`src/rtl/uart_pkg.sv`:
```
// Shared types and constants for the buffered UART 8N1 transmitter.
package uart_pkg;

    // Frame sequencer states
    typedef enum logic [1:0] {
        IDLE  = 2'd0,
        START = 2'd1,
        DATA  = 2'd2,
        STOP  = 2'd3
    } uart_state_e;

    localparam int   DATA_BITS            = 8;
    localparam int   CLKS_PER_BIT_DEFAULT = 10416;  // 100 MHz / 9600 baud, truncated
    localparam logic IDLE_LEVEL           = 1'b1;

endpackage

```
`src/rtl/uart_bit_timer.sv`:
```
// Bit-period timer: counts 0..CLKS_PER_BIT-1 while enabled and flags the last
// cycle of each bit period. Clear forces the count back to zero.
module uart_bit_timer #(
    parameter int CLKS_PER_BIT = 10416,
    parameter int CNT_W        = 16
) (
    input  logic clk,
    input  logic rstn,
    input  logic clear,
    input  logic en,
    output logic tick
);

    localparam logic [CNT_W-1:0] LAST = CNT_W'(CLKS_PER_BIT - 1);

    logic [CNT_W-1:0] cnt_q, cnt_d;

    assign tick = en && !clear && (cnt_q == LAST);

    // Next count: hold while disabled, wrap on the last cycle of the period
    always_comb begin
        cnt_d = cnt_q;
        if (clear) begin
            cnt_d = '0;
        end else if (en) begin
            cnt_d = (cnt_q == LAST) ? '0 : cnt_q + CNT_W'(1);
        end
    end

    // Count register
    always_ff @(posedge clk or negedge rstn) begin
        if (!rstn) begin
            cnt_q <= '0;
        end else begin
            cnt_q <= cnt_d;
        end
    end

endmodule

```
`src/rtl/uart_tx_buffered.sv`:
```
// UART 8N1 transmitter with a one-entry holding register. Accepts a byte on
// each rising edge of in_valid; a second byte queues behind the frame in flight,
// a third is dropped and flagged on overflow.
//
// state | meaning
// IDLE  | line high, waiting for a rising edge of in_valid
// START | start bit (low) on the line
// DATA  | eight data bits, LSB first
// STOP  | stop bit (high); final edge chains to the held byte if any
module uart_tx_buffered
    import uart_pkg::*;
#(
    parameter int CLKS_PER_BIT = CLKS_PER_BIT_DEFAULT,
    parameter int CNT_W        = 16
) (
    input  logic       clk,
    input  logic       rstn,
    input  logic [7:0] in_data,
    input  logic       in_valid,
    output logic       tx_out,
    output logic       busy,
    output logic       hold_full,
    output logic       tx_done,
    output logic       overflow
);

    uart_state_e state_q, state_d;
    logic [7:0]  shifter_q, shifter_d;
    logic [7:0]  hold_q, hold_d;
    logic        hold_full_q, hold_full_d;
    logic [2:0]  bit_cnt_q, bit_cnt_d;
    logic        tx_q, tx_d;
    logic        tx_done_q, tx_done_d;
    logic        overflow_q, overflow_d;
    logic        in_valid_dly_q;
    logic        rise;
    logic        tick;
    logic        final_edge;

    assign rise       = in_valid & ~in_valid_dly_q;
    assign final_edge = (state_q == STOP) && tick;

    // Counter is parked at zero in IDLE so a new frame always starts a full bit
    uart_bit_timer #(
        .CLKS_PER_BIT (CLKS_PER_BIT),
        .CNT_W        (CNT_W)
    ) u_bit_timer (
        .clk   (clk),
        .rstn  (rstn),
        .clear (state_q == IDLE),
        .en    (state_q != IDLE),
        .tick  (tick)
    );

    // Frame sequencing, holding register and status pulses
    always_comb begin
        state_d     = state_q;
        shifter_d   = shifter_q;
        hold_d      = hold_q;
        hold_full_d = hold_full_q;
        bit_cnt_d   = bit_cnt_q;
        tx_d        = tx_q;
        tx_done_d   = 1'b0;
        overflow_d  = 1'b0;

        case (state_q)
            IDLE: begin
                if (rise) begin
                    shifter_d = in_data;
                    tx_d      = 1'b0;
                    bit_cnt_d = '0;
                    state_d   = START;
                end
            end
            START: begin
                if (tick) begin
                    tx_d      = shifter_q[0];
                    bit_cnt_d = '0;
                    state_d   = DATA;
                end
            end
            DATA: begin
                if (tick) begin
                    if (bit_cnt_q == 3'(DATA_BITS - 1)) begin
                        tx_d    = IDLE_LEVEL;
                        state_d = STOP;
                    end else begin
                        shifter_d = shifter_q >> 1;
                        tx_d      = shifter_q[1];
                        bit_cnt_d = bit_cnt_q + 3'd1;
                    end
                end
            end
            STOP: begin
                if (tick) begin
                    tx_done_d = 1'b1;
                    if (hold_full_q) begin
                        // Held byte goes straight out; a simultaneous new byte takes its place
                        shifter_d   = hold_q;
                        tx_d        = 1'b0;
                        bit_cnt_d   = '0;
                        state_d     = START;
                        hold_full_d = rise;
                        if (rise) begin
                            hold_d = in_data;
                        end
                    end else if (rise) begin
                        shifter_d = in_data;
                        tx_d      = 1'b0;
                        bit_cnt_d = '0;
                        state_d   = START;
                    end else begin
                        state_d = IDLE;
                    end
                end
            end
            default: begin
                state_d = IDLE;
            end
        endcase

        if ((state_q != IDLE) && !final_edge && rise) begin
            if (!hold_full_q) begin
                hold_d      = in_data;
                hold_full_d = 1'b1;
            end else begin
                overflow_d = 1'b1;
            end
        end
    end

    // State and datapath registers; reset aborts any frame and idles the line
    always_ff @(posedge clk or negedge rstn) begin
        if (!rstn) begin
            state_q        <= IDLE;
            shifter_q      <= '0;
            hold_q         <= '0;
            hold_full_q    <= 1'b0;
            bit_cnt_q      <= '0;
            tx_q           <= IDLE_LEVEL;
            tx_done_q      <= 1'b0;
            overflow_q     <= 1'b0;
            in_valid_dly_q <= 1'b0;
        end else begin
            state_q        <= state_d;
            shifter_q      <= shifter_d;
            hold_q         <= hold_d;
            hold_full_q    <= hold_full_d;
            bit_cnt_q      <= bit_cnt_d;
            tx_q           <= tx_d;
            tx_done_q      <= tx_done_d;
            overflow_q     <= overflow_d;
            in_valid_dly_q <= in_valid;
        end
    end

    assign tx_out    = tx_q;
    assign busy      = (state_q != IDLE);
    assign hold_full = hold_full_q;
    assign tx_done   = tx_done_q;
    assign overflow  = overflow_q;

endmodule

```
`config.mk`:
```
export PLATFORM = sky130hd
export DESIGN_NAME = uart_tx_buffered
export DESIGN_NICKNAME = d
export VERILOG_FILES = /design/src/rtl/uart_pkg.sv /design/src/rtl/uart_bit_timer.sv /design/src/rtl/uart_tx_buffered.sv
export SDC_FILE = /design/constraint.sdc
export NUM_CORES = 1
export LEC_CHECK = 0
export CORE_MARGIN = 1
export CORE_UTILIZATION = 30
export CTS_CLUSTER_DIAMETER = 150
export DETAILED_ROUTE_END_ITERATION = 12
export PLACE_DENSITY = 0.45
export SYNTH_ARGS = -nofsm -noshare
export SYNTH_HDL_FRONTEND = slang
export SYNTH_SLANG_ARGS = --single-unit
```
`constraint.sdc`:
```
create_clock -name clk -period 3.9 [get_ports clk]
set_clock_uncertainty 0.2 [all_clocks]
set_input_delay 0.78 -clock clk [delete_from_list [all_inputs] [get_ports clk]]
set_output_delay 0.78 -clock clk [all_outputs]
set_load 0.02 [all_outputs]
```
==> out/metrics.csv <==
metric,value,unit
status,finished clean,
Placement Cell Area,2350,µm²
num ports,16,
Tmin final,3090,ps
Reg2Reg Capture Point,state_q[1]$_DFFE_PN0P_,
peak supply drop,0.174,mV
"EDFF count, synth",0,
fin crit share,0.792,
CP max-delay cell,clkdlybuf4s50_1,
Crit path largest cell delay,590,ps
setup bufs post-CTS,0,
pin count of the biggest net entering global routing,43,
Syn Area/Cell,11.2,µm²
number of antenna violations at the first check in global routing,0,
r2r setup slk,1200,ps
Slew Limit Fails,0,
final hold violations,0,
pwr dens,656,nW/µm²
top_reg_cell synth,dfrtp_1,
"Reg clk slew, reported paths",80,ps
Filler cells,667,
CTS tree,yes,
"Max FO, Critical Path",10,
core area,6790,µm²
TritonCTS buffer count,5,
RR Startpoint,u_bit_timer.cnt_q[12]$_DFF_PN0_,
first-pass GRT wire length,7290,µm
Die Area,7400,µm²
fin nets,224,
post-synthesis sequential area ratio,0.497,
die height,86.0,µm
CP dominant cell by count,inv_1,
final instance area,2460,µm²
Seq cells post-synth,42,
Final HPWL DP,3030,µm
Post-Route WL,4360,µm
R2R depth,5,
Clk Tree Root Cell,clkbuf_8,
Placer Congestion,0.862,
share of cells above drive strength 1,0.131,
Mapped Nets,208,
most frequent cells in the layout,"dfrtp_1 (41), nor2_1 (21), clkdlybuf4s50_1 (14)",
Final setup violation count,0,
worst-margin pin slew,953,ps
RSZ-0062 raised after global routing,false,
Pre-antenna DRT Iters,4,
final setup TNS,0,ps
fin util,0.362,
Worst setup EP type,output port,
total power,0.00161,W
Hold Crit Class,reg2reg,
clock sink total,42,
via count,1493,
DRC errors left,0,
Max-Cap Viols,0,
Antenna Nets Post-Route,0,
Die Wd,86.0,µm
clock network latency to the later pin of the worst-skew pair,290,ps
Max H-tree Level,2,
CP cell instances,inv_1 -> ha_1 -> inv_1 -> clkdlybuf4s50_1,
"Cell Area, Synth",2120,µm²
drt via density,4.94,
Worst Hold End,shifter_q[7]$_DFFE_PN0P_,
CP arrival,2110,ps
WP buf/inv,3,
hold depth,1,
Avg WL per Cell,14.4,µm
"Distinct cells, synth",43,
Site Rows,30,
normalized max-slew margin,0.365,
HP Start,shifter_q[7]$_DFFE_PN0P_,
Synth Warn #,0,
Lkg Pwr,1.01,nW
"CP delay by family, top",buffers and inverters,
vias in the first global route,1528,
GR Util All Layers,0.125,
CP Data Required Time,2920,ps
IO Port Bufs,15,
hold-fix buffer count after cts,0,
CTS resizes,0,
async set-reset flop share out of synthesis,1.00,
GRT overflow,0,
Fmax,0.324,GHz
Inserted Diodes,0,
post-synthesis cell count,189,
Starting Density,0.312,
critical path startpoint category,flop,
Clock Tree Buf Depth,2,
Iteration-0 DRC Markers,147,
Crit Path Category,reg2out,
area delta synth->final,16.2,%
"commonest non-fill, non-tap cell in the layout",dfrtp_1,
## state kept, by name, indices dropped and copies added (netlist names)
register           flops
overflow               1
hold_q                 8
tx_done                1
u_bit_timer.cnt_q     16
shifter_q              8
tx_out                 1
bit_cnt_q              3
state_q                2
hold_full              1
in_valid_dly_q         1
## Yosys cell counts, types with 2 or more instances
cell type / instances / area share
o2bb2ai_1: 8 / 0.033
ha_1: 8 / 0.047
mux2_2: 10 / 0.053
o21ai_0: 5 / 0.012
nand2_1: 9 / 0.016
or3_1: 2 / 0.0059
o21a_1: 2 / 0.0071
and3_1: 6 / 0.018
inv_1: 6 / 0.011
nand2b_1: 2 / 0.0059
nor2_1: 21 / 0.037
nor3_1: 3 / 0.0071
nor4_1: 3 / 0.0089
xor2_1: 5 / 0.021
nor2b_1: 2 / 0.0059
a21oi_1: 5 / 0.012
or4_4: 2 / 0.011
a22o_1: 3 / 0.012
a222oi_1: 7 / 0.033
dfrtp_1: 41 / 0.48
xnor2_1: 8 / 0.033
clkbuf_1: 3 / 0.0053
nand3_1: 8 / 0.019
## where the power goes
group	switching, W	leakage, nW	internal (W)
registers	0.0000899	0.543	0.000556
logic	0.000363	0.408	0.000278
clock network	0.000148	0.0575	0.000179
## through the flow
step	hold slack [ps]	cells	setup WS, ps
5_1_grt	305	302	692
3_3_place_gp	271	294	1190
3_5_place_dp	278	294	1140
6_report	292	302	810
2_1_floorplan	248	189	1280
4_1_cts	297	302	811
## area by class of cell
cell class              count  area, µm²  area share
clock buffers               8        110      0.0447
inverters                   6       22.5     0.00915
multi-input cells         135       1010       0.411
flip-flops and latches     42       1050       0.427
well taps                  96        120      0.0488
repair buffers             15        145      0.0589
## worst reg2reg max path, cell delays in order (launching register included)
cell and delay [ps]:
dfrtp_1 430, or4_4 570, or4_4 600, o32ai_4 220, and3_1 250, mux2_1 320
## cells by family after synthesis
family | Yosys count | synth area share
AND/OR/NAND/NOR | 65 | 0.169
flip-flops | 42 | 0.497
AO/OA/AOI/OAI | 38 | 0.149
XOR/XNOR | 13 | 0.0538
buffers and inverters | 12 | 0.0254
multiplexers | 11 | 0.0585
adder cells (fa/ha/maj) | 8 | 0.0473
## metal layers
layer	global-route usage	up-vias	share of wire
met4	0.0318	0	0.0073
met3	0.0308	4	0.028
met1	0.163	737	0.51
met5	0	-	0
li1	-	730	-
met2	0.209	22	0.45
## worst max path at each step
stage | from | end | slack [ps] | cells past startpoint
6_report | state_q[0]$_DFFE_PN0P_ | busy | 810 | 4
5_1_grt | state_q[0]$_DFFE_PN0P_ | busy | 690 | 4
4_1_cts | state_q[0]$_DFFE_PN0P_ | busy | 810 | 4
3_5_place_dp | state_q[0]$_DFFE_PN0P_ | busy | 1140 | 4
3_3_place_gp | state_q[0]$_DFFE_PN0P_ | busy | 1190 | 4
2_1_floorplan | u_bit_timer.cnt_q[12]$_DFF_PN0_ | state_q[1]$_DFFE_PN0P_ | 1280 | 6
No activity file was read; power rests on OpenSTA's default activity.
